## config.mk

```make
export PLATFORM = sky130hd
export DESIGN_NAME = ball_tx_sequencer
export DESIGN_NICKNAME = d
export VERILOG_FILES = /design/src/rtl/ball_tx_sequencer.sv
export SDC_FILE = /design/constraint.sdc
export NUM_CORES = 1
export LEC_CHECK = 0
export ABC_AREA = 0
export BUFFER_PORTS_ARGS = -buffer_cell sky130_fd_sc_hd__buf_4
export CELL_PAD_IN_SITES_DETAIL_PLACEMENT = 0
export CELL_PAD_IN_SITES_GLOBAL_PLACEMENT = 1
export CORE_UTILIZATION = 39
export DETAILED_ROUTE_END_ITERATION = 12
export PLACE_DENSITY = 0.88
export SYNTH_ARGS = -nofsm -noshare
export SYNTH_HDL_FRONTEND = slang
export SYNTH_SLANG_ARGS = --single-unit
```

## constraint.sdc

```tcl
create_clock -name clk -period 2.6 [get_ports clk]
set_input_delay 0.26 -clock clk [delete_from_list [all_inputs] [get_ports clk]]
set_output_delay 0.26 -clock clk [all_outputs]
set_load 0.02 [all_outputs]
```

## src/rtl/ball_tx_sequencer.sv

```systemverilog
// ball_tx_sequencer: sends one ball-state frame to a peer I2C slave through a
// byte-level I2C master engine. Each transfer is nine commands: START, address
// write, register pointer 0x00, five snapshot bytes, then STOP. A NACKed write
// aborts to STOP, and after an idle gap the whole frame is retried with the
// same snapshot.
//
// Ports
//   clk, reset         rising-edge clock, asynchronous active-low reset
//   trigger            request pulse; latches y0..ballspeed when accepted
//   y0..ballspeed      ball state bytes
//   cmd_valid/cmd      engine command request (00 START, 01 WRITE, 10 STOP)
//   tx_data            byte for a WRITE
//   cmd_ready          engine accepts when cmd_valid and cmd_ready are both high
//   cmd_done/ack_err   completion pulse; ack_err flags a NACK on a WRITE
//   busy               high from acceptance until the tx_done/tx_err cycle
//   tx_done/tx_err     one-cycle result pulses
module ball_tx_sequencer #(
    parameter logic [6:0]  SLV_ADDR   = 7'h17,
    parameter int unsigned MAX_RETRY  = 3,
    parameter int unsigned GAP_CYCLES = 1000
) (
    input  logic       clk,
    input  logic       reset,
    input  logic       trigger,
    input  logic [7:0] y0,
    input  logic [7:0] y1,
    input  logic [7:0] yspeed,
    input  logic [7:0] gravity,
    input  logic [7:0] ballspeed,
    output logic       cmd_valid,
    output logic [1:0] cmd,
    output logic [7:0] tx_data,
    input  logic       cmd_ready,
    input  logic       cmd_done,
    input  logic       ack_err,
    output logic       busy,
    output logic       tx_done,
    output logic       tx_err
);

    localparam int unsigned RETRY_W  = (MAX_RETRY < 1) ? 1 : $clog2(MAX_RETRY + 1);
    localparam int unsigned GAP_W    = (GAP_CYCLES < 2) ? 1 : $clog2(GAP_CYCLES);
    localparam int unsigned GAP_LAST = (GAP_CYCLES == 0) ? 0 : GAP_CYCLES - 1;

    localparam logic [2:0] IDLE      = 3'd0;
    localparam logic [2:0] ISSUE     = 3'd1;
    localparam logic [2:0] WAIT_DONE = 3'd2;
    localparam logic [2:0] GAP       = 3'd3;
    localparam logic [2:0] FINISH    = 3'd4;

    localparam logic [1:0] CMD_START = 2'b00;
    localparam logic [1:0] CMD_WRITE = 2'b01;
    localparam logic [1:0] CMD_STOP  = 2'b10;

    localparam logic [3:0] STEP_START = 4'd0;
    localparam logic [3:0] STEP_STOP  = 4'd8;

    logic [2:0]         state, state_nxt;
    logic [3:0]         step, step_nxt;
    logic [RETRY_W-1:0] retry_cnt, retry_nxt;
    logic [GAP_W-1:0]   gap_cnt, gap_nxt;
    logic               nack_seen, nack_nxt;
    logic               pending, pending_nxt;
    logic [4:0][7:0]    snap, snap_nxt;
    logic               cmd_valid_nxt;
    logic [1:0]         cmd_nxt;
    logic [7:0]         tx_data_nxt;
    logic               busy_nxt, tx_done_nxt, tx_err_nxt;

    // State and registered outputs
    always_ff @(posedge clk or negedge reset) begin
        if (!reset) begin
            state     <= IDLE;
            step      <= STEP_START;
            retry_cnt <= '0;
            gap_cnt   <= '0;
            nack_seen <= 1'b0;
            pending   <= 1'b0;
            snap      <= '0;
            cmd_valid <= 1'b0;
            cmd       <= CMD_START;
            tx_data   <= 8'h00;
            busy      <= 1'b0;
            tx_done   <= 1'b0;
            tx_err    <= 1'b0;
        end else begin
            state     <= state_nxt;
            step      <= step_nxt;
            retry_cnt <= retry_nxt;
            gap_cnt   <= gap_nxt;
            nack_seen <= nack_nxt;
            pending   <= pending_nxt;
            snap      <= snap_nxt;
            cmd_valid <= cmd_valid_nxt;
            cmd       <= cmd_nxt;
            tx_data   <= tx_data_nxt;
            busy      <= busy_nxt;
            tx_done   <= tx_done_nxt;
            tx_err    <= tx_err_nxt;
        end
    end

    // Next-state, sequencing and output decode
    always_comb begin
        state_nxt     = state;
        step_nxt      = step;
        retry_nxt     = retry_cnt;
        gap_nxt       = gap_cnt;
        nack_nxt      = nack_seen;
        pending_nxt   = pending;
        snap_nxt      = snap;
        busy_nxt      = busy;
        tx_done_nxt   = 1'b0;
        tx_err_nxt    = 1'b0;
        cmd_valid_nxt = 1'b0;
        cmd_nxt       = cmd;
        tx_data_nxt   = tx_data;

        // Only one request can wait behind an active transfer
        if (trigger && (state != IDLE)) begin
            pending_nxt = 1'b1;
        end

        case (state)
            IDLE: begin
                if (trigger || pending) begin
                    snap_nxt    = {ballspeed, gravity, yspeed, y1, y0};
                    pending_nxt = 1'b0;
                    step_nxt    = STEP_START;
                    retry_nxt   = '0;
                    nack_nxt    = 1'b0;
                    busy_nxt    = 1'b1;
                    state_nxt   = ISSUE;
                end
            end
            ISSUE: begin
                if (cmd_valid && cmd_ready) begin
                    state_nxt = WAIT_DONE;
                end
            end
            WAIT_DONE: begin
                if (cmd_done) begin
                    if (step == STEP_STOP) begin
                        if (!nack_seen) begin
                            tx_done_nxt = 1'b1;
                            busy_nxt    = 1'b0;
                            state_nxt   = FINISH;
                        end else if (retry_cnt < RETRY_W'(MAX_RETRY)) begin
                            retry_nxt = retry_cnt + RETRY_W'(1);
                            gap_nxt   = '0;
                            state_nxt = GAP;
                        end else begin
                            tx_err_nxt = 1'b1;
                            busy_nxt   = 1'b0;
                            state_nxt  = FINISH;
                        end
                    end else if (ack_err && (step != STEP_START)) begin
                        // NACK on a write: skip straight to STOP
                        step_nxt  = STEP_STOP;
                        nack_nxt  = 1'b1;
                        state_nxt = ISSUE;
                    end else begin
                        step_nxt  = step + 4'd1;
                        state_nxt = ISSUE;
                    end
                end
            end
            GAP: begin
                if (gap_cnt == GAP_W'(GAP_LAST)) begin
                    step_nxt  = STEP_START;
                    nack_nxt  = 1'b0;
                    state_nxt = ISSUE;
                end else begin
                    gap_nxt = gap_cnt + GAP_W'(1);
                end
            end
            FINISH: begin
                state_nxt = IDLE;
            end
            default: begin
                state_nxt = IDLE;
            end
        endcase

        // Command presented for whichever step the next ISSUE cycle serves
        cmd_valid_nxt = (state_nxt == ISSUE);
        if (cmd_valid_nxt) begin
            case (step_nxt)
                4'd0: begin cmd_nxt = CMD_START; tx_data_nxt = 8'h00;             end
                4'd1: begin cmd_nxt = CMD_WRITE; tx_data_nxt = {SLV_ADDR, 1'b0}; end
                4'd2: begin cmd_nxt = CMD_WRITE; tx_data_nxt = 8'h00;             end
                4'd3: begin cmd_nxt = CMD_WRITE; tx_data_nxt = snap_nxt[0];       end
                4'd4: begin cmd_nxt = CMD_WRITE; tx_data_nxt = snap_nxt[1];       end
                4'd5: begin cmd_nxt = CMD_WRITE; tx_data_nxt = snap_nxt[2];       end
                4'd6: begin cmd_nxt = CMD_WRITE; tx_data_nxt = snap_nxt[3];       end
                4'd7: begin cmd_nxt = CMD_WRITE; tx_data_nxt = snap_nxt[4];       end
                default: begin cmd_nxt = CMD_STOP; tx_data_nxt = 8'h00;          end
            endcase
        end
    end

endmodule

```

==> metrics.csv <==
metric,value,unit
clock skew,14.5,ps
final count of negative-setup-slack endpoints,6,
ANT cells,0,
status,finished with violations,
"most common cell after layout, fill and taps aside",nand2_1,
Slew Limit Headroom,36.3,%
top cell type's share of synthesized area,49.0,%
core area,9370,um^2
Initial Utilization,40.8,%
die area,10200,um^2
Total Wirelength,9820,um
Chip Width,101,um
maximum vdd drop,530,uV
violated checks,setup timing,
WP data required,2820,ps
clk buf depth,2,
clk slew on worst S/H paths,80,ps
RSZ-0062 raised after global routing,true,
gpl congestion,0.958,
vias,3375,
Final Hold Viols,0,
Syn Nets,473,
die height,101,um
IO Port Bufs,59,
Worst Path Arrival,2900,ps
Syn Area/Cell,9.05,um^2
max-slew violations,0,
Filler cells,878,
Detail Placement HPWL,6760,um
CTS Sinks,75,
final worst path period share,103,%
Final Non-Filler Cells,653,
leakage power,2.52,nW
library cells used by synthesis,63,
CTS tree,built,
num rows,35,
Setup CP Type,reg -> reg,
root buffer cell,clkbuf_8,
Yosys top cell by area,dfrtp_1,
Worst-Margin Slew,955,ps
Max H-tree Level,3,
initial antenna violation count,0,
vias per cell,5.17,
Routed Antenna Nets,0,
CTS buffer count,9,
MaxCap Viol Count,0,
CP Capture Type,flip-flop,
ys async rst share,100,%
hold_ws,6.00,ps
Ports,60,
Routed wire per std cell,15.0,um
Yosys warning count,0,
TritonRoute pass-1 iters,5,
# nets final,569,
Cells after Synth,423,
Layout area overhead,33.2,%
fin util,54.4,%
largest net degree at the start of global routing,76,
CP max FO,5,
Placed Instances,623,
Final Power,5.48,mW
layout cells sized above 1,31.1,%
post-synthesis sequential area ratio,49.0,%
"Remaining Overflow, GRT",0,
number of enable flip-flop cells after synthesis,0,
First DRT Iteration DRCs,170,
"Clk Latency, worst-skew pair",360,ps
"commonest cells after routing, fill and taps aside","nand2_1, buf_4, dfrtp_1, nor2_1, nand4_1",
number of global-route vias before repair,3336,
FMAX,372,MHz
all-layer global routing usage,20.1,%
synth top area cells,"dfrtp_1, nand2_1, mux2i_1",
PD cells,1070,nW/um^2
Synth Flop Type,dfrtp_1,
Period minus WS final,2680,ps
mapped cell area,3830,um^2
#FFs+latches synth,75,
first-pass GRT wire length,15800,um
Hold/Removal Path Class,in -> async,
CP Launch Type,flip-flop,
DR DRC count,0,
Worst Slack Setup Final,-84.9,ps
-- logic make-up (layout without fill, tap and decap cells) --
logic type	count (synthesis)	count (layout)	share of synthesized area, %
and+or+nand+nor	227	227	27.8
DFF	75	75	49.0
AOI/OAI and AO/OA	71	72	14.5
buffers and inverters	30	130	3.17
muxes	12	12	3.24
adders and majority gates	4	4	1.31
xor gates and xnor gates	4	4	0.915
-- Yosys cell counts, types with 6 or more instances --
cell type	n
a21oi_1	11
nand4_1	13
nor3_1	7
nor2_1	13
and2_1	6
dfrtp_1	75
mux2i_1	9
clkbuf_1	13
inv_1	7
nor2b_1	7
o21ai_0	9
nand2_1	146
-- critical path: stages (launching register included) --
cell	delay [ps]
dfrtp_1	380
inv_1	170
ha_4	180
mux2_1	330
o211ai_1	250
nand2_1	160
a21o_4	280
nand4_1	160
nor2b_1	80
or4b_1	550
-- layer usage --
layer  GRT usage [%]  share of wire (%)
met3            4.99                3.7
met2            31.9                 48
met4            8.47                1.9
met5               0                  0
met1            26.3                 46
-- layout make-up --
type / instances / area [um^2] / share of cell area (%)
Inverter: 10 / 40.0 / 0.785
Clock buffer: 11 / 151 / 2.97
Multi-Input combinational cell: 319 / 2000 / 39.2
Timing Repair Buffer: 104 / 797 / 15.6
Sequential cell: 75 / 1880 / 36.8
Clock inverter: 5 / 75.1 / 1.47
Tap cell: 129 / 161 / 3.16
-- final timing paths --
path	start	end	slack, ps	cells past startpoint
max in group asynchronous	reset	snap[15]	1930	1
hold reg to reg	snap[3]	snap[3]	470	2
min in group clk	gravity[0]	snap[24]	110	3
hold / removal	reset	gap_cnt[9]	6	1
setup / recovery	step[1]	tx_data[1]	-80	9
setup reg to reg	step[1]	tx_data[1]	-80	9
-- flip-flops by register name (all words and copies together), names as in the netlist --
register,cells
gap_cnt,10
nack_seen,1
snap,40
tx_err,1
pending,1
state,3
cmd,2
cmd_valid,1
busy,1
tx_data,8
tx_done,1
step,4
retry_cnt,2
-- per-stage QoR --
step           TNS [ps]  worst slack, ps  cell area, um^2
6_report           -246            -84.9             5100
5_1_grt           -1040             -164             5100
4_1_cts               0             1.29             4940
3_5_place_dp      -67.0            -41.6             4600
3_3_place_gp          0             75.4             4600
2_1_floorplan         0             14.1             3830
-- timing repair --
action                                 in CTS  in global routing
hold buffers                                0                  0
resized for setup                           8                 20
cloned                                      1                  0
setup endpoints to repair                   4                  8
pin swaps                                   3                 13
endpoints found under the hold margin       0                  0
buffers inserted                            6                  7
-- report_power, final --
part	internal, mW	switching [mW]	total, mW
Combinational	1.12	1.56	2.68
Clock	0.588	0.435	1.02
Sequential	1.58	0.198	1.78
Total	3.29	2.19	5.48
Power figures use the tool's default switching activity.
